File: src/rtl/countdn_mmss.sv
// BCD minutes:seconds countdown timer with run/pause control, a reload
// shadow register for restarting an expired countdown, and a one-cycle
// terminal-count pulse. Time only advances on single-cycle ce ticks.
module countdn_mmss #(
  parameter int MAX_MIN = 59
) (
  input  logic       clk,
  input  logic       rst,
  input  logic       ce,
  input  logic       ld,
  input  logic [7:0] d_min,
  input  logic [7:0] d_sec,
  input  logic       start,
  input  logic       pause,
  output logic [7:0] min_q,
  output logic [7:0] sec_q,
  output logic       running,
  output logic       expired,
  output logic       tc
);

  typedef enum logic [1:0] {
    IDLE  = 2'd0,
    RUN   = 2'd1,
    PAUSE = 2'd2,
    DONE  = 2'd3
  } state_t;

  localparam logic [3:0] MaxTens = 4'(MAX_MIN / 10);
  localparam logic [3:0] MaxOnes = 4'(MAX_MIN % 10);

  state_t      state_q, state_d;
  logic [7:0]  min_d, sec_d;
  logic [15:0] reload_q, reload_d;
  logic        tc_d;
  logic [15:0] count;
  logic [15:0] countDec;
  logic [15:0] loadVal;

  // Limit a single BCD digit to an upper bound.
  function automatic logic [3:0] clampDigit(input logic [3:0] d, input logic [3:0] lim);
    return (d > lim) ? lim : d;
  endfunction

  // Sanitise a loaded value: fix illegal digits first, then cap the minutes.
  function automatic logic [15:0] clampLoad(input logic [7:0] dm, input logic [7:0] ds);
    logic [3:0] mt, mo, st, so;
    logic [7:0] minVal;
    st = clampDigit(ds[7:4], 4'd5);
    so = clampDigit(ds[3:0], 4'd9);
    mt = dm[7:4];
    mo = clampDigit(dm[3:0], 4'd9);
    minVal = ({4'd0, mt} * 8'd10) + {4'd0, mo};
    if (minVal > 8'(MAX_MIN)) begin
      mt = MaxTens;
      mo = MaxOnes;
    end
    return {mt, mo, st, so};
  endfunction

  // One-second BCD decrement; the borrow ripples from seconds ones upward.
  // Never called on 00:00, so the minutes tens digit cannot underflow.
  function automatic logic [15:0] decrement(input logic [15:0] v);
    logic [3:0] mt, mo, st, so;
    {mt, mo, st, so} = v;
    if (so == 4'd0) begin
      so = 4'd9;
      if (st == 4'd0) begin
        st = 4'd5;
        if (mo == 4'd0) begin
          mo = 4'd9;
          mt = mt - 4'd1;
        end else begin
          mo = mo - 4'd1;
        end
      end else begin
        st = st - 4'd1;
      end
    end else begin
      so = so - 4'd1;
    end
    return {mt, mo, st, so};
  endfunction

  assign count    = {min_q, sec_q};
  assign countDec = decrement(count);
  assign loadVal  = clampLoad(d_min, d_sec);

  // Next-state and next-count selection: load beats start/pause, which beat ce.
  always_comb begin
    state_d  = state_q;
    min_d    = min_q;
    sec_d    = sec_q;
    reload_d = reload_q;
    tc_d     = 1'b0;
    if (ld) begin
      {min_d, sec_d} = loadVal;
      reload_d       = loadVal;
      state_d        = IDLE;
    end else begin
      unique case (state_q)
        IDLE: begin
          if (start) begin
            if (count != 16'h0000) begin
              state_d = RUN;
            end else begin
              state_d = DONE;
              tc_d    = 1'b1;
            end
          end
        end
        RUN: begin
          if (pause) begin
            state_d = PAUSE;
          end else if (ce) begin
            {min_d, sec_d} = countDec;
            if (countDec == 16'h0000) begin
              state_d = DONE;
              tc_d    = 1'b1;
            end
          end
        end
        PAUSE: begin
          if (start) begin
            state_d = RUN;
          end
        end
        DONE: begin
          if (start) begin
            {min_d, sec_d} = reload_q;
            if (reload_q != 16'h0000) begin
              state_d = RUN;
            end else begin
              tc_d = 1'b1;
            end
          end
        end
        default: state_d = IDLE;
      endcase
    end
  end

  // State, count and registered status outputs with synchronous reset.
  always_ff @(posedge clk) begin
    if (rst) begin
      state_q  <= IDLE;
      min_q    <= 8'h00;
      sec_q    <= 8'h00;
      reload_q <= 16'h0000;
      running  <= 1'b0;
      expired  <= 1'b0;
      tc       <= 1'b0;
    end else begin
      state_q  <= state_d;
      min_q    <= min_d;
      sec_q    <= sec_d;
      reload_q <= reload_d;
      running  <= (state_d == RUN);
      expired  <= (state_d == DONE);
      tc       <= tc_d;
    end
  end

endmodule

File: config.mk
export PLATFORM = sky130hd
export DESIGN_NAME = countdn_mmss
export DESIGN_NICKNAME = d
export VERILOG_FILES = /design/src/rtl/countdn_mmss.sv
export SDC_FILE = /design/constraint.sdc
export NUM_CORES = 1
export LEC_CHECK = 0
export CAP_MARGIN = 25
export CORE_ASPECT_RATIO = 0.8
export CORE_MARGIN = 2
export CORE_UTILIZATION = 40
export CTS_CLUSTER_SIZE = 30
export DETAILED_ROUTE_END_ITERATION = 12
export SETUP_SLACK_MARGIN = 0.15
export SYNTH_ARGS = -nofsm -noshare
export SYNTH_HDL_FRONTEND = slang
export SYNTH_SLANG_ARGS = --single-unit
File: constraint.sdc
create_clock -name clk -period 3.58 [get_ports clk]
set_clock_uncertainty 0.05 [all_clocks]
set_input_delay 0.358 -clock clk [delete_from_list [all_inputs] [get_ports clk]]
set_output_delay 0.358 -clock clk [all_outputs]
set_load 0.005 [all_outputs]
==> results.toml <==
[sta]
worst_slew_pin_slew_ns = 0.509
fmax_mhz = 321
final_hold_viol_count = 0
setup_viol = 0
rsz0062_at_grt = "false"
tns_ns = 0
period_needed_ns = 3.11
slew_headroom_pct = 66.0
fin_ws_ns = 0.466
fin_crit_sh_pct = 87.0
drv_slew = 0

[finish]
final_nets = 382
final_common_cell = "clkdlybuf4s50_1"
antenna_cells = 0
final_cell_mix = "40 x clkdlybuf4s50_1, 37 x dfxtp_1, 31 x nor2_1"
final_layout_size_suffix_gt1_share_pct = 8.09
area_growth_syn_to_layout_pct = 23.2

[synthesis]
synth_edf_count = 0
synthCells = 306
synth_cell_types = 55
syn_area_per_cell_um2 = 7.97
ys_seq_area_share_pct = 30.4
synth_top_area_share_pct = 30.4
syn_area_mm2 = 0.00244
synth_fp_nets = 343
synthArstFlopShare_pct = 0
synthFlopType = "dfxtp_1"
yosys_warnings = 0
synth_area_leaders = "dfxtp_1 30%, ha_1 6.7%, nor2_1 4.8%"
yosysTopAreaCell = "dfxtp_1"
synth-seq-cells = 37

[floorplan]
die_y_um = 73.9
core_mm2 = 0.00591
dieArea_mm2 = 0.00674
ios = 41
start_util_pct = 41.3
fp-row-count = 25
die_w_um = 91.3

[route]
wl_per_cell_um = 15.8
drtAntennaViolNets = 0
vias = 2401
wl_um = 6730
dr.first_iter.drc_count = 169
drt_drc_violations_left = 0
routed_via_density = 5.62
drt-pass1-iter-count = 4

[clock_network]
cts_buffer_depth = 2
clk_latency_ns = 0.29
clk_pin_slew_worst_paths_ns = 0.07
cts_hold_buf = 0
post-cts-setup-buffer-count = 0
cts_buffers = 5
cts_tree = "yes"
ctsHtreeMaxLevel = 2
cts-root-buf = "clkbuf_8"
clock_sinks = 37
postCtsResizedCells = 0

[power]
power_density_mw_per_mm2 = 347
p_seq_share_pct = 45.4
p_int_w = 0.000712
combPwrFrac_pct = 27.1
switching_power_w = 0.000331
p_leak_nw = 1.11
power_frac_clock_pct = 27.5
vdd_drop_max_uv = 225
sw_frac_of_total_pct = 31.7

[place]
pre_cts_ws_ns = 0.175
io_buffers = 40
post-dp-hpwl_um = 4980
gp_congestion = 0.929

[grt]
grt_max_degree = 29
grt_pass1_vias = 2291
overflow = 0
grt_pass1_wl_um = 11600
grt_use_total_pct = 21.5
antenna_found_initial = 0

[critical_path]
path_max_fanout = 16
crit_arrival_ns = 3.24
start_kind = "primary input"
cp.required_ns = 3.71
endpoint_kind = "register"
criticalPathCategory = "primary input to register"
reg2regPathDepth = 7

[run_status]
outcome = "finished clean"

[run]
cap_viol_max_count = 0

[min_path]
hp-class = "register to register"
hold_depth = 2
## registers in the layout, indices dropped and copies added, names as in the netlist
name and count:
expired 1, tc 1, min_q 8, state_q 2, running 1, reload_q 16
sec_q 8
## power groups by stage
stage | Clock (W) | Combinational (W) | Sequential, W
finish | 0.000287 | 0.000282 | 0.000474
global route | 0.000315 | 0.000317 | 0.000479
CTS | 0.000292 | 0.000282 | 0.000474
detailed placement | 0 | 0.000281 | 0.000484
global placement | 0 | 0.000278 | 0.000483
floorplan | 0 | 0.000180 | 0.000472
## critical path, stage by stage
cell             delay (ns)
clkdlybuf4s50_1        0.48
ha_1                   0.33
ha_1                   0.23
fa_1                   0.54
nand2_1                0.11
o21ai_0                0.17
a21boi_0               0.11
a221oi_1               0.28
o21ai_1                0.10
buf_4                  0.20
o311a_1                0.33
## cell type report
type / instances / area, um2
clock buffers: 6 / 72.6
inverters: 16 / 60.1
multi-input cells: 236 / 1550
repair buffers: 49 / 468
fillers: 559 / 2910
flip-flops and latches: 37 / 741
clock inverters: 2 / 10.0
well taps: 81 / 101
## path summary, 6_finish.rpt
check / slack (ns) / endpoint / from
setup / recovery: 0.47 / min_q[0] / d_min[5]
hold / removal: 0.41 / reload_q[7] / reload_q[7]
setup reg to reg: 1.29 / running / state_q[1]
hold reg to reg: 0.41 / reload_q[7] / reload_q[7]
## cell families after synthesis
| logic type | synth area share, % |
|---|---|
| AND/OR/NAND/NOR | 25.2 |
| AO/OA/AOI/OAI | 27.7 |
| flip-flops | 30.4 |
| buffers and inverters | 6.00 |
| adder cells (fa/ha/maj) | 8.77 |
| multiplexers | 1.23 |
| XOR/XNOR | 0.718 |
## routing by layer
layer | track usage, % | part of all wire [%] | up-vias
met2 | 32.3 | 41 | 62
met3 | 3.90 | 6.8 | 2
met1 | 32.4 | 52 | 1127
met5 | 0 | 0 | -
met4 | 3.54 | 0.13 | 0
li1 | - | - | 1210
## stage by stage
| step | power, W | instances | util (%) | cell area, um2 | hold slack, ns |
|---|---|---|---|---|---|
| after floorplan | 0.000652 | 306 | - | 2440 | 0.381 |
| after global placement | 0.000762 | 419 | 49.4 | 2920 | 0.400 |
| after detailed placement | 0.000764 | 419 | 49.4 | 2920 | 0.403 |
| after CTS | 0.00105 | 427 | 50.8 | 3010 | 0.414 |
| after global routing | 0.00111 | 427 | 50.8 | 3010 | 0.437 |
| final | 0.00104 | 427 | 50.8 | 3010 | 0.413 |
## synth_stat cells (2+ instances only)
cell type  instances
a211o_1            2
nand4_1            2
o32ai_1            4
o31a_1             2
o31ai_1            6
or4_1              4
nand2_1           30
or3_1              3
nor2b_1            5
a21oi_1           20
nand4b_1           3
o22ai_1            4
nor4_1             4
o221a_2            4
mux2i_1            3
nor2_1            31
nand3_1            7
o21ai_0           18
a221oi_1           4
o211ai_1           5
clkbuf_1          11
a21o_1             3
o21a_1             6
inv_1             16
ha_1              13
or2_2              2
nand2b_1           7
dfxtp_1           37
fa_1               2
buf_2              4
or4b_1             2
a22oi_1            3
a32oi_1            2
o41ai_1            2
o311a_1            3
a221o_1            2
nor3_1            12
No activity file was read; power rests on OpenSTA's default activity.
